## config.mk

```make
export PLATFORM = sky130hd
export DESIGN_NAME = stencil_stream_feeder_flat
export DESIGN_NICKNAME = d
export VERILOG_FILES = /design/src/rtl/stencil_feeder_pkg.sv /design/src/rtl/stencil_stream_feeder_if.sv /design/src/rtl/stencil_feeder_fifo.sv /design/src/rtl/stencil_stream_feeder.sv /design/src/flat_wrapper.sv
export SDC_FILE = /design/constraint.sdc
export NUM_CORES = 1
export LEC_CHECK = 0
export CAP_MARGIN = 20
export CORE_MARGIN = 2
export CORE_UTILIZATION = 52
export CTS_BUF_LIST = sky130_fd_sc_hd__clkbuf_8 sky130_fd_sc_hd__clkbuf_16
export CTS_CLUSTER_DIAMETER = 120
export DETAILED_ROUTE_END_ITERATION = 8
export GPL_TIMING_DRIVEN = 0
export PLACE_DENSITY = 0.71
export SLEW_MARGIN = 20
export SYNTH_ARGS = -nofsm -noshare
export SYNTH_HDL_FRONTEND = slang
export SYNTH_SLANG_ARGS = --single-unit
```

## constraint.sdc

```tcl
create_clock -name clk -period 4.4 [get_ports clk]
set_clock_uncertainty 0.1 [all_clocks]
set_input_delay 0.44 -clock clk [delete_from_list [all_inputs] [get_ports clk]]
set_output_delay 0.44 -clock clk [all_outputs]
set_load 0.05 [all_outputs]
```

## src/rtl/stencil_feeder_pkg.sv

```systemverilog
// Shared types and default sizing for the stencil stream feeder.
// Optional counting-ramp source is enabled by defining STENCIL_FEEDER_RAMP_EN.
package stencil_feeder_pkg;

   localparam int DEFAULT_WIDTH = 16;
   localparam int DEFAULT_DEPTH = 16;

   typedef enum logic [1:0] {
      ST_IDLE   = 2'd0,
      ST_STREAM = 2'd1,
      ST_DONE   = 2'd2
   } state_e;

   function automatic logic [15:0] sat_inc16(input logic [15:0] v);
      return (v == 16'hFFFF) ? v : v + 16'd1;
   endfunction

endpackage

```

## src/rtl/stencil_stream_feeder_if.sv

```systemverilog
// Host push handshake and accelerator read port of the stencil stream feeder.
// master = producer/consumer side, slave = feeder side.
interface stencil_stream_feeder_if
   import stencil_feeder_pkg::*;
#(
   parameter int WIDTH = DEFAULT_WIDTH
);
   logic             host_valid;
   logic [WIDTH-1:0] host_data;
   logic             host_ready;
   logic             read_en;
   logic [WIDTH-1:0] read_data;

   modport master (
      output host_valid, host_data, read_en,
      input  host_ready, read_data
   );

   modport slave (
      input  host_valid, host_data, read_en,
      output host_ready, read_data
   );
endinterface

```

## src/rtl/stencil_feeder_fifo.sv

```systemverilog
// DEPTH-entry circular buffer behind the feeder's head register.
// Pointers wrap naturally because DEPTH is a power of two.
module stencil_feeder_fifo
   import stencil_feeder_pkg::*;
#(
   parameter int WIDTH = DEFAULT_WIDTH,
   parameter int DEPTH = DEFAULT_DEPTH,
   localparam int AW   = $clog2(DEPTH)
) (
   input  logic             clk,
   input  logic             rst,
   input  logic             push_i,
   input  logic [WIDTH-1:0] push_data_i,
   input  logic             pop_i,
   output logic [WIDTH-1:0] head_data_o,
   output logic             empty_o,
   output logic             full_o,
   output logic [AW:0]      count_o
);

   logic [WIDTH-1:0] mem_q [DEPTH];
   logic [AW-1:0]    wr_ptr_q;
   logic [AW-1:0]    rd_ptr_q;
   logic [AW:0]      count_q;
   logic             push_ok;
   logic             pop_ok;

   assign empty_o     = (count_q == '0);
   assign full_o      = (count_q == (AW+1)'(DEPTH));
   assign count_o     = count_q;
   assign push_ok     = push_i && !full_o;
   assign pop_ok      = pop_i && !empty_o;
   assign head_data_o = mem_q[rd_ptr_q];

   // Storage carries no reset so it maps onto plain RAM.
   always_ff @(posedge clk) begin
      if (push_ok) begin
         mem_q[wr_ptr_q] <= push_data_i;
      end
   end

   always_ff @(posedge clk) begin
      if (rst) begin
         wr_ptr_q <= '0;
         rd_ptr_q <= '0;
         count_q  <= '0;
      end else begin
         if (push_ok) begin
            wr_ptr_q <= wr_ptr_q + AW'(1);
         end
         if (pop_ok) begin
            rd_ptr_q <= rd_ptr_q + AW'(1);
         end
         case ({push_ok, pop_ok})
            2'b10:   count_q <= count_q + (AW+1)'(1);
            2'b01:   count_q <= count_q - (AW+1)'(1);
            default: count_q <= count_q;
         endcase
      end
   end

endmodule

```

## src/rtl/stencil_stream_feeder.sv

```systemverilog
// Frames a host word stream into counted bursts for an accelerator, via FIFO + head register.
// Define STENCIL_FEEDER_RAMP_EN to add ramp_sel, a FIFO-bypassing 0,1,2,... test source.
module stencil_stream_feeder
   import stencil_feeder_pkg::*;
#(
   parameter int WIDTH = DEFAULT_WIDTH,
   parameter int DEPTH = DEFAULT_DEPTH
) (
   input  logic                   clk,
   input  logic                   rst,
   input  logic                   flush,
   input  logic                   start,
   input  logic [15:0]            cfg_num_words,
`ifdef STENCIL_FEEDER_RAMP_EN
   input  logic                   ramp_sel,
`endif
   stencil_stream_feeder_if.slave bus,
   output logic                   busy,
   output logic                   done,
   output logic                   underflow,
   output logic [15:0]            words_sent
);

   localparam int AW = $clog2(DEPTH);

   state_e           state_q, state_d;
   logic [15:0]      num_q, num_d;
   logic [15:0]      sent_q, sent_d;
   logic             under_q, under_d;
   logic [WIDTH-1:0] head_q, head_d;
   logic             head_valid_q, head_valid_d;

   logic             fifo_push, fifo_pop, fifo_empty, fifo_full_raw, fifo_full;
   logic [WIDTH-1:0] fifo_head;
   logic [AW:0]      fifo_count;
   logic             ramp_act, avail, in_stream, rd_req, consume;
   logic [15:0]      sent_inc;

`ifdef STENCIL_FEEDER_RAMP_EN
   logic             ramp_q, ramp_d;
   logic [WIDTH-1:0] ramp_cnt_q, ramp_cnt_d;
   assign ramp_act      = ramp_q;
   assign bus.read_data = ramp_q ? ramp_cnt_q : head_q;
`else
   assign ramp_act      = 1'b0;
   assign bus.read_data = head_q;
`endif

   // The head register counts toward capacity, so total buffered words never exceed DEPTH.
   assign fifo_full      = fifo_full_raw || (head_valid_q && (fifo_count == (AW+1)'(DEPTH-1)));
   assign bus.host_ready = !fifo_full;
   assign fifo_push      = bus.host_valid && !fifo_full;
   assign in_stream      = (state_q == ST_STREAM);
   assign avail          = ramp_act || head_valid_q;
   assign rd_req         = in_stream && bus.read_en && !flush;
   assign consume        = rd_req && avail;
   assign fifo_pop       = !ramp_act && !fifo_empty && (!head_valid_q || consume);
   assign sent_inc       = sat_inc16(sent_q);

   stencil_feeder_fifo #(
      .WIDTH (WIDTH),
      .DEPTH (DEPTH)
   ) u_fifo (
      .clk         (clk),
      .rst         (rst),
      .push_i      (fifo_push),
      .push_data_i (bus.host_data),
      .pop_i       (fifo_pop),
      .head_data_o (fifo_head),
      .empty_o     (fifo_empty),
      .full_o      (fifo_full_raw),
      .count_o     (fifo_count)
   );

   always_comb begin
      head_d       = head_q;
      head_valid_d = head_valid_q;
      if (fifo_pop) begin
         head_d       = fifo_head;
         head_valid_d = 1'b1;
      end else if (consume && !ramp_act) begin
         head_valid_d = 1'b0;
      end
   end

   always_comb begin
      state_d = state_q;
      num_d   = num_q;
      sent_d  = sent_q;
      under_d = under_q;
`ifdef STENCIL_FEEDER_RAMP_EN
      ramp_d     = ramp_q;
      ramp_cnt_d = ramp_cnt_q;
`endif
      if (flush) begin
         state_d = ST_IDLE;
         sent_d  = '0;
         under_d = 1'b0;
`ifdef STENCIL_FEEDER_RAMP_EN
         ramp_d  = 1'b0;
`endif
      end else begin
         case (state_q)
            ST_IDLE: begin
               if (start) begin
                  num_d   = cfg_num_words;
                  sent_d  = '0;
                  state_d = (cfg_num_words == 16'd0) ? ST_DONE : ST_STREAM;
`ifdef STENCIL_FEEDER_RAMP_EN
                  ramp_d     = ramp_sel;
                  ramp_cnt_d = '0;
`endif
               end
            end
            ST_STREAM: begin
               if (consume) begin
                  sent_d = sent_inc;
`ifdef STENCIL_FEEDER_RAMP_EN
                  if (ramp_q) begin
                     ramp_cnt_d = ramp_cnt_q + WIDTH'(1);
                  end
`endif
                  if (sent_inc == num_q) begin
                     state_d = ST_DONE;
                  end
               end else if (rd_req) begin
                  under_d = 1'b1;
               end
            end
            ST_DONE: begin
               state_d = ST_IDLE;
`ifdef STENCIL_FEEDER_RAMP_EN
               ramp_d  = 1'b0;
`endif
            end
            default: state_d = ST_IDLE;
         endcase
      end
   end

   always_ff @(posedge clk) begin
      if (rst) begin
         state_q      <= ST_IDLE;
         num_q        <= '0;
         sent_q       <= '0;
         under_q      <= 1'b0;
         head_q       <= '0;
         head_valid_q <= 1'b0;
`ifdef STENCIL_FEEDER_RAMP_EN
         ramp_q       <= 1'b0;
         ramp_cnt_q   <= '0;
`endif
      end else begin
         state_q      <= state_d;
         num_q        <= num_d;
         sent_q       <= sent_d;
         under_q      <= under_d;
         head_q       <= head_d;
         head_valid_q <= head_valid_d;
`ifdef STENCIL_FEEDER_RAMP_EN
         ramp_q       <= ramp_d;
         ramp_cnt_q   <= ramp_cnt_d;
`endif
      end
   end

   assign busy       = in_stream;
   assign done       = (state_q == ST_DONE);
   assign underflow  = under_q;
   assign words_sent = sent_q;

endmodule

```

## src/flat_wrapper.sv

```systemverilog
// flat-port wrapper written by rule: the top's interface ports become plain ports
module stencil_stream_feeder_flat import stencil_feeder_pkg::*;
#(
   parameter int WIDTH = DEFAULT_WIDTH,
   parameter int DEPTH = DEFAULT_DEPTH
)
  (clk, rst, flush, start, cfg_num_words, busy, done, underflow, words_sent, bus_host_valid, bus_host_data, bus_read_en, bus_host_ready, bus_read_data);
  stencil_stream_feeder_if #(.WIDTH(WIDTH)) bus_i ();
  input  logic clk;
  input  logic rst;
  input  logic flush;
  input  logic start;
  input  logic [15:0] cfg_num_words;
  output logic busy;
  output logic done;
  output logic underflow;
  output logic [15:0] words_sent;
  input wire logic [$bits(bus_i.host_valid)-1:0] bus_host_valid;
  input wire logic [$bits(bus_i.host_data)-1:0] bus_host_data;
  input wire logic [$bits(bus_i.read_en)-1:0] bus_read_en;
  output wire logic [$bits(bus_i.host_ready)-1:0] bus_host_ready;
  output wire logic [$bits(bus_i.read_data)-1:0] bus_read_data;
  assign bus_i.host_valid = bus_host_valid;
  assign bus_i.host_data = bus_host_data;
  assign bus_i.read_en = bus_read_en;
  assign bus_host_ready = bus_i.host_ready;
  assign bus_read_data = bus_i.read_data;
  stencil_stream_feeder #(.WIDTH(WIDTH), .DEPTH(DEPTH)) u_core (.clk(clk), .rst(rst), .flush(flush), .start(start), .cfg_num_words(cfg_num_words), .bus(bus_i), .busy(busy), .done(done), .underflow(underflow), .words_sent(words_sent));
endmodule
```

# Word-level counts from Yosys, hierarchy flattened
# Memory sizes are Yosys's and may differ from the RTL's. A register that Yosys moved wholly into a read port is not among the register bits.
# Cells that the tools add are included.
# Widths: inputs -> output; s select.
# op_classes
add_sub_neg	5
eq_ne	11
mux	14
n_bitwise	2
n_reduce_logical	26
# ops
cell	count
$mux 16	3
$pmux 16 s2	1
$add 16x1->16 const B	1
$eq 16x16->1	1
$eq 16x16->1 const B	1
$logic_not 16->1	1
$reduce_and 3->1	4
$pmux 5 s2	1
$add 4x1->4 const B	2
$logic_and 1x1->1	8
$mux 2	4
$ne 2x2->1 const B	3
$reduce_bool 2->1	3
$add 5x1->5 const B	1
$eq 5x4->1 const B	1
$eq 5x5->1 const B	1
$logic_not 1->1	5
$logic_not 5->1	1
$sub 5x1->5 const B	1
$eq 2x1->1 const B	2
$eq 2x2->1 const B	2
$mux 1	4
$pmux 2 s2	1
$logic_not 2->1	1
other kinds (3)	5
# totals
reg_bits	49
ramBits	256
input_bits	38
out_inout_bits	36
n_memories	1
# mem_list
memory	depth	width	read_ports	rd_ports_with_merged_regs	wr	line_no	rtl
u_core.u_fifo.mem_q	16	16	1	1	1	stencil_feeder_fifo.sv:21	logic [WIDTH-1:0] mem_q [DEPTH];

# Logic depth before layout (Yosys ltp)
# Gate-level depths: netlist of the first run.
# depth
ltp_word	9
depth_mapped	15

# Cells and area by module
# A second synthesis of the first run with hierarchy kept.
# unflattened
hier_cells	892
area_unflattened_um2	13439.1
# by_module_without_submodules
module	instances	cells_per_inst	area_each_um2	seq_area_each_um2
stencil_feeder_fifo	1	519	10597.7	8027.7
stencil_stream_feeder	1	373	2841.5	1041.0

# Worst setup path before layout of the first run
# No wires, ideal clock.
# synth_path
path_type	register to register
from	register u_core.state_q[0]
to	register u_core.u_fifo.count_q[4] (netlist: u_core.u_fifo.count_o[4])
arrival_time_ps	3616
t_required_ps	4230
slack_ps	613
stages_incl_launch_ff	16
path_buffers	1
synth_period_minus_slack_ps	3787
cell_sequence	dfxtp_1 nor2b_1 nand3b_1 nand2_1 o21ai_1 inv_1 clkbuf_1 ha_1 inv_1 fa_1 inv_1 a21o_1 a21oi_1 xnor2_1 or3_1 a21oi_1
# synth_between
elab_chain_len	9
# synth_lines
element	line_no	rtl
start, declared	stencil_stream_feeder.sv:26	state_e state_q, state_d;
start signal, assigned	stencil_stream_feeder.sv:154	state_q <= state_d;
$eq 2x1->1 *	stencil_stream_feeder.sv:53	assign in_stream = (state_q == ST_STREAM);
net busy	flat_wrapper.sv:14	output logic busy;
$logic_and 1x1->1 * (2 in a row)	stencil_stream_feeder.sv:55	assign rd_req = in_stream && bus.read_en && !flush;
$logic_and 1x1->1 *	stencil_stream_feeder.sv:56	assign consume = rd_req && avail;
$logic_or 1x1->1 *	stencil_stream_feeder.sv:57	assign fifo_pop = !ramp_act && !fifo_empty && (!head_valid_q || consume);
$logic_and 1x1->1 *	stencil_stream_feeder.sv:57	
net u_core.fifo_pop	stencil_stream_feeder.sv:33	logic fifo_push, fifo_pop, fifo_empty, fifo_full_raw, fifo_full;
$logic_and 1x1->1 *	stencil_feeder_fifo.sv:32	assign pop_ok = pop_i && !empty_o;
$eq 2x1->1 / $eq 2x2->1 (equally long branches)	stencil_feeder_fifo.sv:54	case ({push_ok, pop_ok})
$pmux 5 s2 / $reduce_bool 2->1 (equally long branches)	-	
end signal, assigned	stencil_feeder_fifo.sv:55	2'b10: count_q <= count_q + (AW+1)'(1);
end signal, assigned	stencil_feeder_fifo.sv:56	2'b01: count_q <= count_q - (AW+1)'(1);
end signal, assigned	stencil_feeder_fifo.sv:57	default: count_q <= count_q;
end, declared	stencil_feeder_fifo.sv:24	logic [AW:0] count_q;
# The timed path passes the listed nets; every way through them passes the cells marked *.
# A chain may end at the register's enable or synchronous reset.

# Final worst setup path of the first run
# layout_path
from	register u_core.u_fifo.count_q[0] (netlist: u_core.u_fifo.count_o[0])
to	register u_core.u_fifo.count_q[4] (netlist: u_core.u_fifo.count_o[4])
# layout_lines
element	line_no	rtl
$logic_not 5->1 *	stencil_feeder_fifo.sv:28	assign empty_o = (count_q == '0);
$logic_not 1->1 *	stencil_stream_feeder.sv:57	
$logic_and 1x1->1 *	stencil_stream_feeder.sv:57	
net u_core.fifo_pop	stencil_stream_feeder.sv:33	
$logic_and 1x1->1 *	stencil_feeder_fifo.sv:32	
$eq 2x1->1 / $eq 2x2->1 (equally long branches)	stencil_feeder_fifo.sv:54	
$pmux 5 s2 / $reduce_bool 2->1 (equally long branches)	-	
# Marks and branches as above.

==> results of run 1 <==
==> kinds of logic (layout without fill, tap and decap cells) <==
kind of cell               count (synthesis)  count (layout)  share of synthesized area, %
xor gates and xnor gates                  24              24                          1.56
DFF                                      321             321                          66.8
buffers and inverters                     65             207                          1.94
adders and majority gates                 11              11                          1.08
and+or+nand+nor                          260             260                          9.63
AOI/OAI and AO/OA                        113             113                          5.10
muxes                                     87              87                          13.9
==> layout make-up <==
| class | instances | area share (%) |
|---|---|---|
| flip-flops and latches | 321 | 56.5 |
| multi-input cells | 495 | 27.2 |
| clock buffers | 37 | 5.68 |
| repair buffers | 81 | 4.99 |
| well taps | 330 | 2.59 |
| plain buffers | 53 | 1.42 |
| clock inverters | 24 | 1.39 |
| inverters | 12 | 0.283 |
==> power groups by stage <==
stage | clock network, mW | registers [mW] | logic [mW]
CTS | 2.89 | 3.58 | 2.08
global placement | 0 | 3.64 | 2.01
finish | 2.86 | 3.58 | 2.06
floorplan | 0 | 3.87 | 1.14
global route | 3.01 | 3.60 | 2.20
detailed placement | 0 | 3.64 | 2.07
==> sequential cells by signal, summed over array words and instances (netlist names) <==
name                    flops
u_core.u_fifo.mem_q       256
u_core.bus.read_data       16
u_core.num_q               16
u_core.words_sent          16
u_core.u_fifo.count_o       5
u_core.u_fifo.rd_ptr_q      4
u_core.u_fifo.wr_ptr_q      4
u_core.state_q              2
u_core.avail                1
u_core.underflow            1
==> through the flow <==
stage	setup WS (ns)	area (µm²)	setup TNS, ns	std cells
floorplan	0.613	13500	0	881
global placement	-0.0745	14600	-1.18	1284
detailed placement	0.100	14800	0	1292
CTS	0.320	15900	0	1353
global route	0.0885	15900	0	1353
finish	0.382	15900	0	1353
==> worst max-delay path, stage by stage (launching register included) <==
cell	delay (ns)
dfxtp_1	0.35
or4_1	0.58
o21ai_1	0.74
inv_1	0.16
clkbuf_1	0.37
ha_1	0.37
inv_1	0.14
fa_1	0.22
inv_1	0.05
a21o_1	0.16
a21oi_1	0.16
xnor2_1	0.09
or3_1	0.31
a21oi_1	0.14
==> path summary, 6_finish.rpt <==
path                            start                       end  slack [ns]  depth (start not counted)
max          u_core.u_fifo.count_o[0]  u_core.u_fifo.count_o[4]        0.38                         13
min           u_core.bus.read_data[8]   u_core.bus.read_data[8]        0.36                          2
max reg2reg  u_core.u_fifo.count_o[0]  u_core.u_fifo.count_o[4]        0.38                         13
min reg2reg   u_core.bus.read_data[8]   u_core.bus.read_data[8]        0.36                          2
==> metal layers <==
layer / track usage (%) / part of all wire [%] / wire (µm) / vias up
li1: - / - / - / 3672
met4: 7.35 / 2.6 / 848 / 0
met1: 34.9 / 41 / 13200 / 4074
met5: 0 / 0 / 0 / -
met2: 40.8 / 48 / 15800 / 364
met3: 4.42 / 8.5 / 2760 / 56
==> synthesized netlist by cell type (all sizes together) (3+ instances only) <==
master  instances  share of area, %
or2             5              0.23
or4             3              0.17
nor2           64               1.8
and2            4              0.19
and3            3              0.14
mux2i           6              0.45
mux4           80                13
nand2          95               2.6
edfxtp        256                57
ha             10              0.93
inv            12              0.33
nand4          13              0.72
or3             5              0.23
clkbuf         33              0.92
nand3          11              0.54
o21ai          17              0.63
xnor2           9              0.59
nor3           13              0.48
dfxtp          65               9.7
a21o            3              0.17
a31oi           6              0.28
buf            20              0.69
a311oi          4              0.26
nand2b          5              0.23
a21oi          57               2.1
a22oi           3              0.17
nor4           16              0.86
and4            6              0.39
xor2           15              0.98
a211oi          3              0.17
nor2b           9              0.42
==> impl_metrics.ini, run 1 <==
[finish]
antenna-diode-count = 0
mostFrequentLayoutCells = edfxtp_1 (256), nand2_1 (95), mux4_2 (80)
multi_input_area_um2 = 4320
layout.cells.most_common = edfxtp_1
n_fill_cell = 1823
regArea_um2 = 8990
syn_to_final_growth_pct = 18.2
fin_util_pct = 62.8
nets = 1047
drive_gt1_share_pct = 18.1

[die]
start_util_pct = 53.2
fp.dieW_um = 165
io_pins = 74
dieHeight_um = 165
dieArea_um2 = 27200
rows = 58
core_region_area_um2 = 25300

[grt]
overflow = 0
grt_usage_pct = 25.0
grt_pass1_vias = 8018
grt_pass1_wl_um = 48900
antenna_found_initial = 0
grt_max_degree = 17

[placement]
io_buffers = 73
dpl.hpwl_um = 20500
gp_congestion = 0.911

[critical_path]
arrival_ns = 4.35
cp-start-kind = flop
crit_required_ns = 4.73
worst_setup_path_end_kind = flop
crit_type = flop to flop
crit_fanout = 10

[synthesis]
yosysWarnings = 0
ys_seq_elements = 321
synthDistinctLibCells = 61
syn_area_per_cell_um2 = 15.3
async_flop_share_pct = 0
syn_area_um2 = 13500
synth-edff-count = 256
syn_inst = 881
syn_nets = 930
synth-seq-area-share_pct = 66.8
synthFlopType = edfxtp_1

[clocking]
clock-sinks = 321
cts_made_buffers = 34
cts_tree = yes
clockBufferDepth = 3
post_cts_resized = 0
htreeDepth = 2
clk_latency_ns = 0.51
post_cts_buffers = 0
cts_hold_buf = 0
cts_root_buf = clkbuf_16
clkTransAtPathRegs_ns = 0.06

[sta]
worstMarginPinSlew_ns = 0.975
whs_ns = 0.361
rsz0062_at_grt = false
setup_viol = 0
maxSlewHeadroom_pct = 35.0
fmax_ghz = 0.249
hold_viol_final = 0
period_minus_slack_ns = 4.02
final_max_slew_viol_count = 0
post-route-period-util_pct = 91.3

[detailed_routing]
avgViaCountPerCell = 6.04
routed_wirelength_um = 32600
vias = 8166
drt_iter0_markers = 948
drtAntennaViolNets = 0
wl_per_cell_um = 24.1
dr.pass1.iters = 5
drc = 0

[pwr]
p_sw_share_pct = 29.1
clkPwrFrac_pct = 33.6
ir_drop_v = 0.000367
seqPwrFrac_pct = 42.1
p_sw_mw = 2.48
p_comb_share_pct = 24.3
p_leak_nw = 5.14
p_int_mw = 6.03
power.density_nw_per_um2 = 534
total_power_mw = 8.51

[worst_hold_path]
holdCritPathClass = flop to flop

[status]
status = complete, no violations

[run]
max_cap_violations = 0
(Power assumes the default switching activity.)
==> inputs of run 2 (changes only) <==
CTS_BUF_LIST = not set   (was sky130_fd_sc_hd__clkbuf_8 sky130_fd_sc_hd__clkbuf_16)
==> run 2 against run 1 <==
Against the previous run: worst hold slack is essentially flat; register-to-register slack about the same; sequential power hardly changed.
==> impl_metrics.ini, run 2 (synthesis results as in run 1) <==
[status]
status = complete, no violations

[detailed_routing]
vias = 8167
wl_per_cell_um = 24.1
routed_wirelength_um = 32700
avgViaCountPerCell = 6.04
drc = 0
drt_iter0_markers = 973
drtAntennaViolNets = 0
dr.pass1.iters = 5

[finish]
mostFrequentLayoutCells = edfxtp_1 (256), nand2_1 (95), mux4_2 (80)
syn_to_final_growth_pct = 18.2
largest_reg_flops = 256
multi_input_area_um2 = 4320
top_register = u_core.u_fifo.mem_q
design_area_um2 = 15900
n_fill_cell = 1823
drive_gt1_share_pct = 18.1
regArea_um2 = 8990
layout.cells.most_common = edfxtp_1
nets = 1047
antenna-diode-count = 0

[grt]
grt_pass1_wl_um = 48900
antenna_found_initial = 0
grt_pass1_vias = 8018
grt_max_degree = 17
overflow = 0
grt_usage_pct = 25.0

[run]
max_cap_violations = 0

[worst_hold_path]
holdCritPathClass = flop to flop
holdPathEnd = u_core.bus.read_data[8]
hold_path_depth = 2
hold_start = u_core.bus.read_data[8]

[critical_path]
crit_type = flop to flop
timing.rr.start = u_core.u_fifo.count_o[0]
reg2reg_depth = 13
crit_fanout = 10
arrival_ns = 4.34
worst_setup_path_end_kind = flop
r2r-end = u_core.u_fifo.count_o[4]
r2r_slack_ns = 0.39
crit_required_ns = 4.73
cp-start-kind = flop

[sta]
hold_viol_final = 0
period_minus_slack_ns = 4.01
setup_viol = 0
maxSlewHeadroom_pct = 34.2
post-route-period-util_pct = 91.1
final_max_slew_viol_count = 0
finalWorstSetupSlack_ns = 0.391
worstMarginPinSlew_ns = 0.986
fmax_ghz = 0.249
rsz0062_at_grt = false

[die]
core_region_area_um2 = 25300
io_pins = 74
start_util_pct = 53.2
rows = 58
fp.dieW_um = 165
dieArea_um2 = 27200
dieHeight_um = 165

[clocking]
post_cts_buffers = 0
cts_made_buffers = 34
clk_latency_ns = 0.51
post_cts_resized = 0
clockBufferDepth = 3
clock-sinks = 321
cts_tree = yes
cts_hold_buf = 0
htreeDepth = 2
clkTransAtPathRegs_ns = 0.06
cts_root_buf = clkbuf_16

[pwr]
ir_drop_v = 0.000367
p_leak_nw = 5.10
power.density_nw_per_um2 = 536

[placement]
place_area_um2 = 14800
dp_worst_setup_slack_ns = 0.100
gp_congestion = 0.911
io_buffers = 73
dpl.hpwl_um = 20500
## run 2: cell count changes in the layout (fill, tap and decap cells not counted), sizes merged
cell and delta:
inv -9, clkbuf +9
## run 2: report_power, final
part | total, mW | internal [mW] | switching (mW)
Clock | 2.87 | 1.74 | 1.14
Combinational | 2.07 | 0.834 | 1.23
Sequential | 3.58 | 3.48 | 0.108
Total | 8.52 | 6.05 | 2.48
## run 2: worst max-delay path: stages, from the launching register on
cell and delay (ns):
dfxtp_1 0.35, or4_1 0.58, o21ai_1 0.74, inv_1 0.16, clkbuf_1 0.36, ha_1 0.36, inv_1 0.14, fa_1 0.22
inv_1 0.05, a21o_1 0.16, a21oi_1 0.16, xnor2_1 0.09, or3_1 0.31, a21oi_1 0.14
## run 2: routing by layer
| layer | global-route usage, % | vias to the layer above | wire [µm] |
|---|---|---|---|
| met5 | 0 | - | 0 |
| met4 | 7.35 | 0 | 859 |
| met3 | 4.42 | 56 | 2720 |
| met2 | 40.8 | 385 | 15800 |
| met1 | 34.9 | 4057 | 13300 |
| li1 | - | 3669 | - |
## run 2: how the worst max path moves through the flow
stage                             start                         end  slack [ns]  cells past startpoint
3_3_place_gp             bus_host_valid  u_core.u_fifo.mem_q[3][11]       -0.07                      5
2_1_floorplan         u_core.state_q[0]    u_core.u_fifo.count_o[4]        0.61                     15
3_5_place_dp                      flush    u_core.u_fifo.count_o[4]        0.10                     15
5_1_grt        u_core.u_fifo.count_o[0]    u_core.u_fifo.count_o[4]        0.09                     13
4_1_cts        u_core.u_fifo.count_o[0]    u_core.u_fifo.count_o[4]        0.32                     13
6_report       u_core.u_fifo.count_o[0]    u_core.u_fifo.count_o[4]        0.39                     13
## run 2: area by class of cell
| class | instances | area share (%) |
|---|---|---|
| Tap cell | 330 | 2.59 |
| Buffer | 53 | 1.42 |
| Sequential cell | 321 | 56.5 |
| Inverter | 12 | 0.283 |
| Timing Repair Buffer | 81 | 4.99 |
| Clock buffer | 46 | 5.89 |
| Clock inverter | 15 | 1.18 |
| Multi-Input combinational cell | 495 | 27.2 |
## run 2: metrics by stage
stage	util (%)	hold WS, ns	instances	TNS, ns	total power [mW]
2_1_floorplan	-	0.330	881	0	5.01
3_3_place_gp	57.7	0.344	1284	-1.18	5.65
3_5_place_dp	58.4	0.354	1292	0	5.71
4_1_cts	62.8	0.362	1353	0	8.57
5_1_grt	62.8	0.380	1353	0	8.83
6_report	62.8	0.361	1353	0	8.52
==> inputs of run 3 (changes only) <==
clock period = 3.9 ns   (was 4.4 ns; I/O delays follow)
==> run 3 against run 2 <==
Against the previous run: final cell count about the same; cell area increased by 0.12%; largest power group unchanged; register-to-register slack got worse by 0.09 ns; combinational power increased by 14%; largest cell class unchanged; die area unchanged; sequential share of layout area decreased by 0.066 points; setup slack got worse by 0.093 ns; wire length increased by 0.16%; critical path type unchanged; utilization increased by 0.074 points.
==> impl_metrics.ini, run 3 (synthesis results as in run 1) <==
[critical_path]
cp_top_family = simple AND/OR/NAND/NOR gates
worst_setup_path_end_kind = flop
cp-start-kind = flop
crit_chain = ha_1 > buf_2 > nand4_4 > nor4_4 > nor3b_1 > a2111o_1 > or4_1 > nor4_1 > o21ai_1
timing.critical_path.buf_inv = 1
crit_required_ns = 4.17
crit_type = flop to flop
crit_path_top_delay_cell = nor4_1
crit_fanout = 10
cp_slowest_stage_delay_ns = 0.57
arrival_ns = 3.87

[detailed_routing]
dr.pass1.iters = 5
drtAntennaViolNets = 0
drt_iter0_markers = 903
wl_per_cell_um = 24.2
avgViaCountPerCell = 6.04
drc = 0
vias = 8172
routed_wirelength_um = 32700

[finish]
regArea_um2 = 8990
multi_input_area_um2 = 4330
syn_to_final_growth_pct = 18.3
stdcell_count = 1354
antenna-diode-count = 0
largest_reg_flops = 256
layout.cells.most_common = edfxtp_1
drive_gt1_share_pct = 18.5
n_fill_cell = 1818
nets = 1048
top_register = u_core.u_fifo.mem_q
mostFrequentLayoutCells = edfxtp_1 (256), nand2_1 (95), mux4_2 (80)

[die]
start_util_pct = 53.2
rows = 58
fp.dieW_um = 165
core_region_area_um2 = 25300
dieArea_um2 = 27200
dieHeight_um = 165
io_pins = 74

[placement]
gp_congestion = 0.911
dpl.hpwl_um = 20500
dp_worst_setup_slack_ns = -0.350
io_buffers = 73
placed_cells = 1292

[clocking]
cts_tree = yes
clk_latency_ns = 0.51
clockBufferDepth = 3
clkTransAtPathRegs_ns = 0.06
clock-sinks = 321
cts_root_buf = clkbuf_16
cts_made_buffers = 34
htreeDepth = 2

[grt]
grt_pass1_vias = 8018
antenna_found_initial = 0
grt_max_degree = 17
grt_pass1_wl_um = 48900
grt_usage_pct = 25.0
overflow = 0

[sta]
maxSlewHeadroom_pct = 32.6
worstMarginPinSlew_ns = 1.01
setup_viol = 0
finalWorstSetupSlack_ns = 0.298
final_max_slew_viol_count = 0
hold_viol_final = 0
period_minus_slack_ns = 3.60
post-route-period-util_pct = 92.4
rsz0062_at_grt = false
fmax_ghz = 0.278

[pwr]
total_power_mw = 9.65
p_leak_nw = 5.11
power.density_nw_per_um2 = 606
ir_drop_v = 0.000414

[run]
max_cap_violations = 0

[worst_hold_path]
holdCritPathClass = input pin to flop

[status]
status = complete, no violations
run 3: cell count changes in the layout (fill, tap and decap cells not counted), sizes merged:
cell and change:
clkinvlp +1, buf +2, clkbuf -1, inv -1
run 3: per-stage QoR:
step | cell area (µm²) | hold slack, ns | utilization (%) | setup TNS [ns]
after floorplan | 13500 | 0.330 | - | 0
after global routing | 15900 | 0.380 | 62.9 | 0
final | 15900 | 0.359 | 62.9 | 0
after global placement | 14600 | 0.344 | 57.7 | -29.19
after detailed placement | 14800 | 0.354 | 58.4 | -0.350
after CTS | 15900 | 0.353 | 62.8 | 0
run 3: what timing repair did:
| item | CTS | global route |
|---|---|---|
| setup buffers | 0 | 2 |
| gates resized for setup | 1 | 1 |
| setup endpoints to repair | 1 | 1 |
| hold buffers | 0 | 0 |
run 3: worst paths after layout:
path                           startpoint                 endpoint  slack (ns)  depth (start not counted)
setup / recovery     u_core.words_sent[1]        u_core.state_q[0]        0.30                          9
hold / removal          cfg_num_words[14]         u_core.num_q[14]        0.36                          3
setup reg to reg     u_core.words_sent[1]        u_core.state_q[0]        0.30                          9
hold reg to reg   u_core.bus.read_data[8]  u_core.bus.read_data[8]        0.36                          2
run 3: report_power, final:
part | internal (mW) | leakage [nW] | switching [mW]
clock network | 1.96 | 0.551 | 1.28
logic | 0.965 | 1.71 | 1.41
registers | 3.92 | 2.84 | 0.123
run 3: worst register-to-register path: stages, from the launching register on:
cell      delay [ns]
dfxtp_1         0.54
ha_1            0.21
buf_2           0.23
nand4_4         0.23
nor4_4          0.49
nor3b_1         0.09
a2111o_1        0.37
or4_1           0.50
nor4_1          0.57
o21ai_1         0.14
run 3: cell type report:
class                   instances  share of cell area (%)
plain buffers                  52                    1.39
flip-flops and latches        321                    56.4
well taps                     330                    2.59
multi-input cells             495                    27.1
repair buffers                 83                    5.08
clock inverters                15                    1.18
clock buffers                  46                    5.88
inverters                      12                   0.306
run 3: per-layer routing:
layer	wire (µm)	global-route usage [%]
met1	13300	34.9
met2	15700	40.8
met3	2890	4.42
met4	898	7.35
met5	0	0
